==> src/rtl/mem_arbiter_if.sv <==
// Request/response bundle between the two requesters (IFU, LSU), the arbiter
// and the shared data-memory port. The arbiter uses the slave view.
interface mem_arbiter_if #(
    parameter int AW = 32,
    parameter int DW = 32
);
    logic          ifu_req_valid;
    logic          ifu_req_ready;
    logic [AW-1:0] ifu_addr;
    logic          ifu_resp_valid;
    logic          ifu_resp_ready;
    logic [DW-1:0] ifu_rdata;
    logic          ifu_err;

    logic            lsu_req_valid;
    logic            lsu_req_ready;
    logic [AW-1:0]   lsu_addr;
    logic            lsu_wen;
    logic [DW-1:0]   lsu_wdata;
    logic [DW/8-1:0] lsu_wmask;
    logic            lsu_resp_valid;
    logic            lsu_resp_ready;
    logic [DW-1:0]   lsu_rdata;
    logic            lsu_err;

    logic            mem_req_valid;
    logic            mem_req_ready;
    logic [AW-1:0]   mem_addr;
    logic            mem_wen;
    logic [DW-1:0]   mem_wdata;
    logic [DW/8-1:0] mem_wmask;
    logic            mem_resp_valid;
    logic [DW-1:0]   mem_rdata;

    modport slave (
        input  ifu_req_valid, ifu_addr, ifu_resp_ready,
        input  lsu_req_valid, lsu_addr, lsu_wen, lsu_wdata, lsu_wmask, lsu_resp_ready,
        input  mem_req_ready, mem_resp_valid, mem_rdata,
        output ifu_req_ready, ifu_resp_valid, ifu_rdata, ifu_err,
        output lsu_req_ready, lsu_resp_valid, lsu_rdata, lsu_err,
        output mem_req_valid, mem_addr, mem_wen, mem_wdata, mem_wmask
    );

    modport master (
        output ifu_req_valid, ifu_addr, ifu_resp_ready,
        output lsu_req_valid, lsu_addr, lsu_wen, lsu_wdata, lsu_wmask, lsu_resp_ready,
        output mem_req_ready, mem_resp_valid, mem_rdata,
        input  ifu_req_ready, ifu_resp_valid, ifu_rdata, ifu_err,
        input  lsu_req_ready, lsu_resp_valid, lsu_rdata, lsu_err,
        input  mem_req_valid, mem_addr, mem_wen, mem_wdata, mem_wmask
    );
endinterface

==> src/rtl/mem_arbiter.sv <==
// Two-requester (IFU/LSU) arbiter for one data-memory port: one outstanding
// transaction, round-robin on ties, timeout error if memory never answers.
module mem_arbiter #(
    parameter int AW      = 32,
    parameter int DW      = 32,
    parameter int TIMEOUT = 255
) (
    input  logic         clk,
    input  logic         rst,
    mem_arbiter_if.slave bus
);
    typedef enum logic [1:0] {
        IDLE = 2'd0,
        REQ  = 2'd1,
        WAIT = 2'd2,
        RESP = 2'd3
    } state_t;

    localparam logic [15:0] TCNT_LAST = 16'(TIMEOUT - 1);

    state_t          state_r;
    state_t          state_s;
    logic            owner_r;
    logic            last_grant_r;
    logic [AW-1:0]   addr_r;
    logic            wen_r;
    logic [DW-1:0]   wdata_r;
    logic [DW/8-1:0] wmask_r;
    logic [DW-1:0]   rdata_r;
    logic            err_r;
    logic [15:0]     tcnt_r;

    logic grant_any_s;
    logic grant_lsu_s;
    logic ifu_req_ready_s;
    logic lsu_req_ready_s;
    logic mem_req_valid_s;
    logic ifu_resp_valid_s;
    logic lsu_resp_valid_s;
    logic resp_done_s;

    // On a tie, LSU wins unless it was the previous owner.
    assign grant_any_s = bus.ifu_req_valid | bus.lsu_req_valid;
    assign grant_lsu_s = bus.lsu_req_valid & (~bus.ifu_req_valid | ~last_grant_r);
    assign resp_done_s = owner_r ? bus.lsu_resp_ready : bus.ifu_resp_ready;

    // State register.
    always_ff @(posedge clk) begin
        if (rst) begin
            state_r <= IDLE;
        end else begin
            state_r <= state_s;
        end
    end

    // Next-state and handshake outputs.
    always_comb begin
        state_s          = state_r;
        ifu_req_ready_s  = 1'b0;
        lsu_req_ready_s  = 1'b0;
        mem_req_valid_s  = 1'b0;
        ifu_resp_valid_s = 1'b0;
        lsu_resp_valid_s = 1'b0;
        case (state_r)
            IDLE: begin
                ifu_req_ready_s = bus.ifu_req_valid & ~grant_lsu_s;
                lsu_req_ready_s = grant_lsu_s;
                if (grant_any_s) state_s = REQ;
                else             state_s = IDLE;
            end
            REQ: begin
                mem_req_valid_s = 1'b1;
                if (bus.mem_req_ready && bus.mem_resp_valid) state_s = RESP;
                else if (bus.mem_req_ready)                  state_s = WAIT;
                else                                         state_s = REQ;
            end
            WAIT: begin
                if (bus.mem_resp_valid || (tcnt_r == TCNT_LAST)) state_s = RESP;
                else                                             state_s = WAIT;
            end
            RESP: begin
                ifu_resp_valid_s = ~owner_r;
                lsu_resp_valid_s = owner_r;
                if (resp_done_s) state_s = IDLE;
                else             state_s = RESP;
            end
            default: state_s = IDLE;
        endcase
    end

    // Grant bookkeeping, request latch, response capture and timeout counter.
    always_ff @(posedge clk) begin
        if (rst) begin
            owner_r      <= 1'b0;
            last_grant_r <= 1'b0;
            addr_r       <= {AW{1'b0}};
            wen_r        <= 1'b0;
            wdata_r      <= {DW{1'b0}};
            wmask_r      <= {(DW/8){1'b0}};
            rdata_r      <= {DW{1'b0}};
            err_r        <= 1'b0;
            tcnt_r       <= 16'd0;
        end else begin
            case (state_r)
                IDLE: begin
                    if (grant_any_s) begin
                        owner_r      <= grant_lsu_s;
                        last_grant_r <= grant_lsu_s;
                        tcnt_r       <= 16'd0;
                        if (grant_lsu_s) begin
                            addr_r  <= bus.lsu_addr;
                            wen_r   <= bus.lsu_wen;
                            wdata_r <= bus.lsu_wdata;
                            wmask_r <= bus.lsu_wmask;
                        end else begin
                            addr_r  <= bus.ifu_addr;
                            wen_r   <= 1'b0;
                            wdata_r <= {DW{1'b0}};
                            wmask_r <= {(DW/8){1'b0}};
                        end
                    end
                end
                REQ: begin
                    if (bus.mem_req_ready && bus.mem_resp_valid) begin
                        rdata_r <= wen_r ? {DW{1'b0}} : bus.mem_rdata;
                        err_r   <= 1'b0;
                    end
                end
                WAIT: begin
                    tcnt_r <= tcnt_r + 16'd1;
                    if (bus.mem_resp_valid) begin
                        rdata_r <= wen_r ? {DW{1'b0}} : bus.mem_rdata;
                        err_r   <= 1'b0;
                    end else if (tcnt_r == TCNT_LAST) begin
                        rdata_r <= {DW{1'b0}};
                        err_r   <= 1'b1;
                    end
                end
                RESP: begin
                end
                default: begin
                end
            endcase
        end
    end

    assign bus.ifu_req_ready  = ifu_req_ready_s;
    assign bus.lsu_req_ready  = lsu_req_ready_s;
    assign bus.ifu_resp_valid = ifu_resp_valid_s;
    assign bus.lsu_resp_valid = lsu_resp_valid_s;
    assign bus.ifu_rdata      = rdata_r;
    assign bus.lsu_rdata      = rdata_r;
    assign bus.ifu_err        = err_r;
    assign bus.lsu_err        = err_r;
    assign bus.mem_req_valid  = mem_req_valid_s;
    assign bus.mem_addr       = addr_r;
    assign bus.mem_wen        = wen_r;
    assign bus.mem_wdata      = wdata_r;
    assign bus.mem_wmask      = wmask_r;
endmodule

==> src/flat_wrapper.sv <==
// flat-port wrapper written by rule: the top's interface ports become plain ports
module mem_arbiter_flat 
#(
    parameter int AW      = 32,
    parameter int DW      = 32,
    parameter int TIMEOUT = 255
)
  (clk, rst, bus_ifu_req_valid, bus_ifu_addr, bus_ifu_resp_ready, bus_lsu_req_valid, bus_lsu_addr, bus_lsu_wen, bus_lsu_wdata, bus_lsu_wmask, bus_lsu_resp_ready, bus_mem_req_ready, bus_mem_resp_valid, bus_mem_rdata, bus_ifu_req_ready, bus_ifu_resp_valid, bus_ifu_rdata, bus_ifu_err, bus_lsu_req_ready, bus_lsu_resp_valid, bus_lsu_rdata, bus_lsu_err, bus_mem_req_valid, bus_mem_addr, bus_mem_wen, bus_mem_wdata, bus_mem_wmask);
  mem_arbiter_if #(.AW(AW), .DW(DW)) bus_i ();
  input  logic clk;
  input  logic rst;
  input wire logic [$bits(bus_i.ifu_req_valid)-1:0] bus_ifu_req_valid;
  input wire logic [$bits(bus_i.ifu_addr)-1:0] bus_ifu_addr;
  input wire logic [$bits(bus_i.ifu_resp_ready)-1:0] bus_ifu_resp_ready;
  input wire logic [$bits(bus_i.lsu_req_valid)-1:0] bus_lsu_req_valid;
  input wire logic [$bits(bus_i.lsu_addr)-1:0] bus_lsu_addr;
  input wire logic [$bits(bus_i.lsu_wen)-1:0] bus_lsu_wen;
  input wire logic [$bits(bus_i.lsu_wdata)-1:0] bus_lsu_wdata;
  input wire logic [$bits(bus_i.lsu_wmask)-1:0] bus_lsu_wmask;
  input wire logic [$bits(bus_i.lsu_resp_ready)-1:0] bus_lsu_resp_ready;
  input wire logic [$bits(bus_i.mem_req_ready)-1:0] bus_mem_req_ready;
  input wire logic [$bits(bus_i.mem_resp_valid)-1:0] bus_mem_resp_valid;
  input wire logic [$bits(bus_i.mem_rdata)-1:0] bus_mem_rdata;
  output wire logic [$bits(bus_i.ifu_req_ready)-1:0] bus_ifu_req_ready;
  output wire logic [$bits(bus_i.ifu_resp_valid)-1:0] bus_ifu_resp_valid;
  output wire logic [$bits(bus_i.ifu_rdata)-1:0] bus_ifu_rdata;
  output wire logic [$bits(bus_i.ifu_err)-1:0] bus_ifu_err;
  output wire logic [$bits(bus_i.lsu_req_ready)-1:0] bus_lsu_req_ready;
  output wire logic [$bits(bus_i.lsu_resp_valid)-1:0] bus_lsu_resp_valid;
  output wire logic [$bits(bus_i.lsu_rdata)-1:0] bus_lsu_rdata;
  output wire logic [$bits(bus_i.lsu_err)-1:0] bus_lsu_err;
  output wire logic [$bits(bus_i.mem_req_valid)-1:0] bus_mem_req_valid;
  output wire logic [$bits(bus_i.mem_addr)-1:0] bus_mem_addr;
  output wire logic [$bits(bus_i.mem_wen)-1:0] bus_mem_wen;
  output wire logic [$bits(bus_i.mem_wdata)-1:0] bus_mem_wdata;
  output wire logic [$bits(bus_i.mem_wmask)-1:0] bus_mem_wmask;
  assign bus_i.ifu_req_valid = bus_ifu_req_valid;
  assign bus_i.ifu_addr = bus_ifu_addr;
  assign bus_i.ifu_resp_ready = bus_ifu_resp_ready;
  assign bus_i.lsu_req_valid = bus_lsu_req_valid;
  assign bus_i.lsu_addr = bus_lsu_addr;
  assign bus_i.lsu_wen = bus_lsu_wen;
  assign bus_i.lsu_wdata = bus_lsu_wdata;
  assign bus_i.lsu_wmask = bus_lsu_wmask;
  assign bus_i.lsu_resp_ready = bus_lsu_resp_ready;
  assign bus_i.mem_req_ready = bus_mem_req_ready;
  assign bus_i.mem_resp_valid = bus_mem_resp_valid;
  assign bus_i.mem_rdata = bus_mem_rdata;
  assign bus_ifu_req_ready = bus_i.ifu_req_ready;
  assign bus_ifu_resp_valid = bus_i.ifu_resp_valid;
  assign bus_ifu_rdata = bus_i.ifu_rdata;
  assign bus_ifu_err = bus_i.ifu_err;
  assign bus_lsu_req_ready = bus_i.lsu_req_ready;
  assign bus_lsu_resp_valid = bus_i.lsu_resp_valid;
  assign bus_lsu_rdata = bus_i.lsu_rdata;
  assign bus_lsu_err = bus_i.lsu_err;
  assign bus_mem_req_valid = bus_i.mem_req_valid;
  assign bus_mem_addr = bus_i.mem_addr;
  assign bus_mem_wen = bus_i.mem_wen;
  assign bus_mem_wdata = bus_i.mem_wdata;
  assign bus_mem_wmask = bus_i.mem_wmask;
  mem_arbiter #(.AW(AW), .DW(DW), .TIMEOUT(TIMEOUT)) u_core (.clk(clk), .rst(rst), .bus(bus_i));
endmodule
==> config.mk <==
export PLATFORM = sky130hd
export DESIGN_NAME = mem_arbiter_flat
export DESIGN_NICKNAME = d
export VERILOG_FILES = /design/src/rtl/mem_arbiter_if.sv /design/src/rtl/mem_arbiter.sv /design/src/flat_wrapper.sv
export SDC_FILE = /design/constraint.sdc
export NUM_CORES = 1
export LEC_CHECK = 0
export BUFFER_PORTS_ARGS = -buffer_cell sky130_fd_sc_hd__buf_2
export CORE_MARGIN = 5
export CORE_UTILIZATION = 46
export CTS_BUF_LIST = sky130_fd_sc_hd__clkbuf_4
export CTS_CLUSTER_DIAMETER = 120
export DETAILED_ROUTE_END_ITERATION = 6
export GPL_ROUTABILITY_DRIVEN = 1
export PLACE_DENSITY = 0.84
export SKIP_LAST_GASP = 1
export SYNTH_ARGS = -nofsm -noshare
export SYNTH_HDL_FRONTEND = slang
export SYNTH_SLANG_ARGS = --single-unit
==> constraint.sdc <==
create_clock -name clk -period 2 [get_ports clk]
set_input_delay 0.6 -clock clk [delete_from_list [all_inputs] [get_ports clk]]
set_output_delay 0.6 -clock clk [all_outputs]
set_load 0.01 [all_outputs]
# Yosys cells after proc, flatten, opt, wreduce, memory -nomap -nowiden
# Index checks and enable logic that the tools add are counted.
[totals] elab_cells=59 register_bits=121 out_inout_bits=140
[classes] n_eq_ne=7 add_sub_neg=1 bitwise_logic=7 mux=27 n_reduce_logical=8
[ops] operator="$mux W32" n=6
[ops] operator="$pmux W32 S2" n=1
[ops] operator="$pmux W16 S2" n=1
[ops] operator="$add A16 B1 Y16 const B" n=1
[ops] operator="$eq A16 B8 Y1 const B" n=1
[ops] operator="$mux W16" n=1
[ops] operator="$mux W1" n=12
[ops] operator="$pmux W2 S4" n=1
[ops] operator="$mux W2" n=3
[ops] operator="$eq A2 B2 Y1 const B" n=2
[ops] operator="$mux W4" n=1
[ops] operator="$ne A2 B1 Y1 const B" n=2
[ops] operator="$reduce_and A2 Y1" n=2
[ops] operator="$reduce_bool A2 Y1" n=2
[ops] operator="$ne A3 B2 Y1 const B" n=1
[ops] operator="$not A1 Y1" n=3
[ops] operator="$reduce_and A3 Y1" n=1
[ops] operator="$and A1 B1 Y1" n=2
[ops] operator="$eq A2 B1 Y1 const B" n=1
[ops] operator="$logic_not A2 Y1" n=1
[ops] operator="$or A1 B1 Y1" n=2
[ops] operator="$pmux W1 S2" n=1
[ops] operator="$logic_and A1 B1 Y1" n=1
[ops] operator="$logic_or A1 B1 Y1" n=1

# Depth between registers and ports, before layout
[logic_depth] word_depth=6 depth_mapped=7

# Worst setup path before layout
# Ideal clock, no wire load.
[synth_path] path_kind="input -> output" startpoint="input port bus_lsu_req_valid" endpoint="output port bus_lsu_req_ready" slack_ns=0.010 path_stages=4 arrival_time_ns=1.390 t_required_ns=1.400 cell_sequence="a21boi_0 buf_2 and2_1 clkbuf_1"
[synth_via] elab_chain_len=2
[synth_lines] item="start: declaration" line_no="flat_wrapper.sv:15" text="input wire logic [$bits(bus_i.lsu_req_valid)-1:0] bus_lsu_req_valid;"
[synth_lines] item="$and A1 B1 Y1" line_no="mem_arbiter.sv:44" text="assign grant_lsu_s = bus.lsu_req_valid & (~bus.ifu_req_valid | ~last_grant_r);"
[synth_lines] item="$mux W1" line_no="mem_arbiter.sv:64" text="case (state_r)"
[synth_lines] item="end: declaration" line_no="flat_wrapper.sv:28" text="output wire logic [$bits(bus_i.lsu_req_ready)-1:0] bus_lsu_req_ready;"
# No other way between the ends.

# Worst setup path in the final report
[layout_path] startpoint="register u_core.state_r[1]" endpoint="output port bus_lsu_req_ready"
[layout_via] elab_chain_len=2
[layout_lines] item="start: declaration" line_no="mem_arbiter.sv:21" text="state_t state_r;"
[layout_lines] item="start signal: assignment" line_no="mem_arbiter.sv:52" text="state_r <= state_s;"
[layout_lines] item="$logic_not A2 Y1" line_no="mem_arbiter.sv:64"
[layout_lines] item="$mux W1" line_no="mem_arbiter.sv:64"
# No other way between the ends.

==> flow_summary.yaml <==
status:
  run_status: "complete, no violations"
timing:
  clock-skew-final_ns: 0.01482
  finalHoldViolations: 0
  max-slew-margin-rel_pct: 63.73
  worst_pin_slew_ns: 0.5440
  final.setup.tns_ns: 0
  finalSetupViolCount: 0
  max_freq_ghz: 0.5095
  final_max_slew_viol_count: 0
  hold_ws_ns: 0.3005
  layout_worst_path_cycle_share_pct: 98.14
  finalWorstPathRequiredPeriod_ns: 1.963
  unrepaired_setup_endpoints_after_global_routing: "true"
finish:
  postLayoutCellArea_mm2: 0.006718
  antenna_cells_inserted: 0
  area.growth.synth_to_final_pct: 35.10
  number_of_nets_in_the_layout: 905
  finish.utilization_pct: 62.80
  final_layout_size_suffix_gt1_share_pct: 46.71
yosys:
  cell_count_after_synthesis: 509
  synth_edf_count: 0
  synth_nets: 652
  count_of_different_cell_masters_after_synthesis: 53
  synth.top_cell.area_share_pct: 48.72
  synth.avg_cell_area_um2: 9.769
  synth_top_cells_by_count: "121 x dfxtp_1, 82 x nor2_1, 37 x a22oi_1"
  yosysWarnings: 0
  synthTopCellsByArea: "dfxtp_1 49%, mux2i_1 6.8%, nor2_1 6.2%"
  syn-cell-area_mm2: 0.004972
  yosysMostFrequentCell: "dfxtp_1"
  yosys_most_used_dff: "dfxtp_1"
  share_of_flip_flops_with_an_asynchronous_set_or_reset_after_synthesis_pct: 0
  ys_seq_area_share_pct: 48.72
  yosys.area.top_type: "dfxtp_1"
  ys_ff_latch: 121
drt:
  wl_met2_um: 8242
  dr.max_layer_used: "met5"
  route.layer.met1.wl_um: 5628
  ant_nets: 0
  detail_route.drc_violations: 0
  wl_met3_um: 1532
  routed_wirelength_um: 15870
  via_per_inst: 5.334
  drt_pass1_iterations: 4
  wl_per_cell_um: 17.35
  drt_iter0_markers: 284
  total_vias_in_the_final_route: 4881
clocking:
  cts-root-buf: "clkbuf_4"
  clk-insertion-delay-late_ns: 0.51
  cts-buffers-inserted: 17
  clock_tree_from_tritoncts: "done"
  clock_tree.buffer_depth: 2
  cts.sinks: 121
  cts-htree-levels: 4
  cts_hold_repair.buffers: 0
  cts.reportedPaths.clkPinSlew_ns: 0.12
run:
  timing.max_cap.violations: 0
grt:
  grt_pass1_vias: 4868
  grtUsageTotal_pct: 23.56
  grt_remaining_overflow: 0
  grt_pass1_wl_um: 24290
  largest_net_degree_at_the_start_of_global_routing: 65
  antenna_found_initial: 1
worst_setup_path:
  critical_path.top_delay_family: "flip-flops"
  critical_path_end_type: "output pin"
  timing.critical_path.slowest_stage_cell: "dfxtp_4"
  critical_path_buf_inv_count: 2
  worstPathRequired_ns: 1.40
  worstSetupPathType: "flip-flop to output pin"
  crit_chain: "nor2_4 > buf_6 > and2_4 > buf_6"
  crit_path_start_kind: "flip-flop"
  worst_ep_arrival_time_ns: 1.36
  critical_path.max_fanout: 2
  worst_path_max_stage_delay_ns: 0.38
  cpMostUsedCell: "buf_6"
placement:
  post-dp-hpwl_um: 12210
  post_dp_cell_area_mm2: 0.006351
  buffer_ports.inserted: 280
  finalWeightedCongestion: 0.9551
die:
  die-area_mm2: 0.01299
  coreArea_mm2: 0.01070
  floorplan.initialDensity_pct: 46.48
  floorplan.die.height_um: 114.0
  die_width_um: 114.0
  rows: 38
  pin_count: 281
pwr:
  ir_drop_mv: 0.4968
  static-leakage-power_nw: 3.300
  power.density_cell_area_mw_per_mm2: 814.4
hold_path:
  hold_class: "primary input to flip-flop"
[cell families after synthesis]
family,after synthesis,share of synthesized area [%]
AND/OR/NAND/NOR,132,12.83
flip-flops,121,48.72
buffers and inverters,78,9.134
adder cells (fa/ha/maj),2,0.5032
AO/OA/AOI/OAI,142,21.97
multiplexers,34,6.845
[placed cells by master, fill, tap and decap left out, types with 4 or more instances in the layout]
| master | synthesis | final |
|---|---|---|
| buf_2 | 12 | 277 |
| dfxtp_1 | 121 | 117 |
| nor2_1 | 82 | 81 |
| a22oi_1 | 37 | 37 |
| mux2i_1 | 34 | 34 |
| a211oi_1 | 33 | 33 |
| a22o_1 | 32 | 32 |
| buf_4 | 33 | 21 |
| clkbuf_4 | 0 | 17 |
| a21oi_1 | 14 | 13 |
| nand2_1 | 10 | 10 |
| nand3_1 | 6 | 6 |
| or4_1 | 6 | 6 |
| or3_1 | 5 | 5 |
| o311ai_0 | 5 | 5 |
| buf_6 | 3 | 5 |
| inv_1 | 6 | 4 |
| clkinvlp_4 | 0 | 4 |
| inv_6 | 0 | 4 |
[state kept, by name, summed over array words and instances (netlist names)]
register	flops
u_core.bus.ifu_rdata	32
u_core.bus.mem_addr	32
u_core.bus.mem_wdata	32
u_core.tcnt_r	16
u_core.bus.mem_wmask	4
u_core.state_r	2
u_core.bus.ifu_err	1
u_core.bus.mem_wen	1
u_core.owner_r	1
[metrics by stage]
stage          worst slack, ns  std cells  total power (W)
4_1_cts               -0.02065        915         0.005527
2_1_floorplan         0.009970        509         0.003329
3_5_place_dp           0.05107        879         0.003797
5_1_grt                -0.1164        915         0.005765
6_report               0.03713        915         0.005471
3_3_place_gp           0.07574        879         0.003758
[metal layers]
layer,track usage (%),vias to the layer above
li1,-,2343
met1,24.58,2263
met2,42.31,245
met3,8.700,28
met4,10.06,2
met5,0,-
[final timing paths]
check / start / endpoint / slack (ns) / depth (start not counted)
setup / recovery: u_core.state_r[1]$_SDFF_PP0_ / bus_lsu_req_ready / 0.04 / 4
hold / removal: bus_mem_rdata[17] / u_core.bus.ifu_rdata[17]$_SDFFE_PP0P_ / 0.30 / 2
setup reg to reg: u_core.tcnt_r[2]$_SDFFE_PP0P_ / u_core.bus.ifu_rdata[21]$_SDFFE_PP0P_ / 0.06 / 5
hold reg to reg: u_core.bus.mem_addr[29]$_SDFFE_PP0P_ / u_core.bus.mem_addr[29]$_SDFFE_PP0P_ / 0.50 / 2
[what timing repair did]
item	4_1_cts	5_1_grt
pin swaps	1	1
gates resized for setup	15	7
endpoints found under the setup margin	4	37
setup buffers	4	0
[where the power goes]
part,switching (W),leakage (nW),total (W),internal (W)
registers,0.000102,0.992,0.00268,0.00258
clock network,0.000962,0.140,0.00170,0.000740
logic,0.000598,2.17,0.00109,0.000490
[cell type report]
type,instances,area [um^2]
Clock buffer,17,127.6
Clock inverter,15,147.6
Fill cell,909,3980
Inverter,6,22.52
Multi-Input combinational cell,310,2152
Sequential cell,121,2432
Tap cell,140,175.2
Timing Repair Buffer,306,1660
Note: power is estimated with default switching activity, not from simulation.
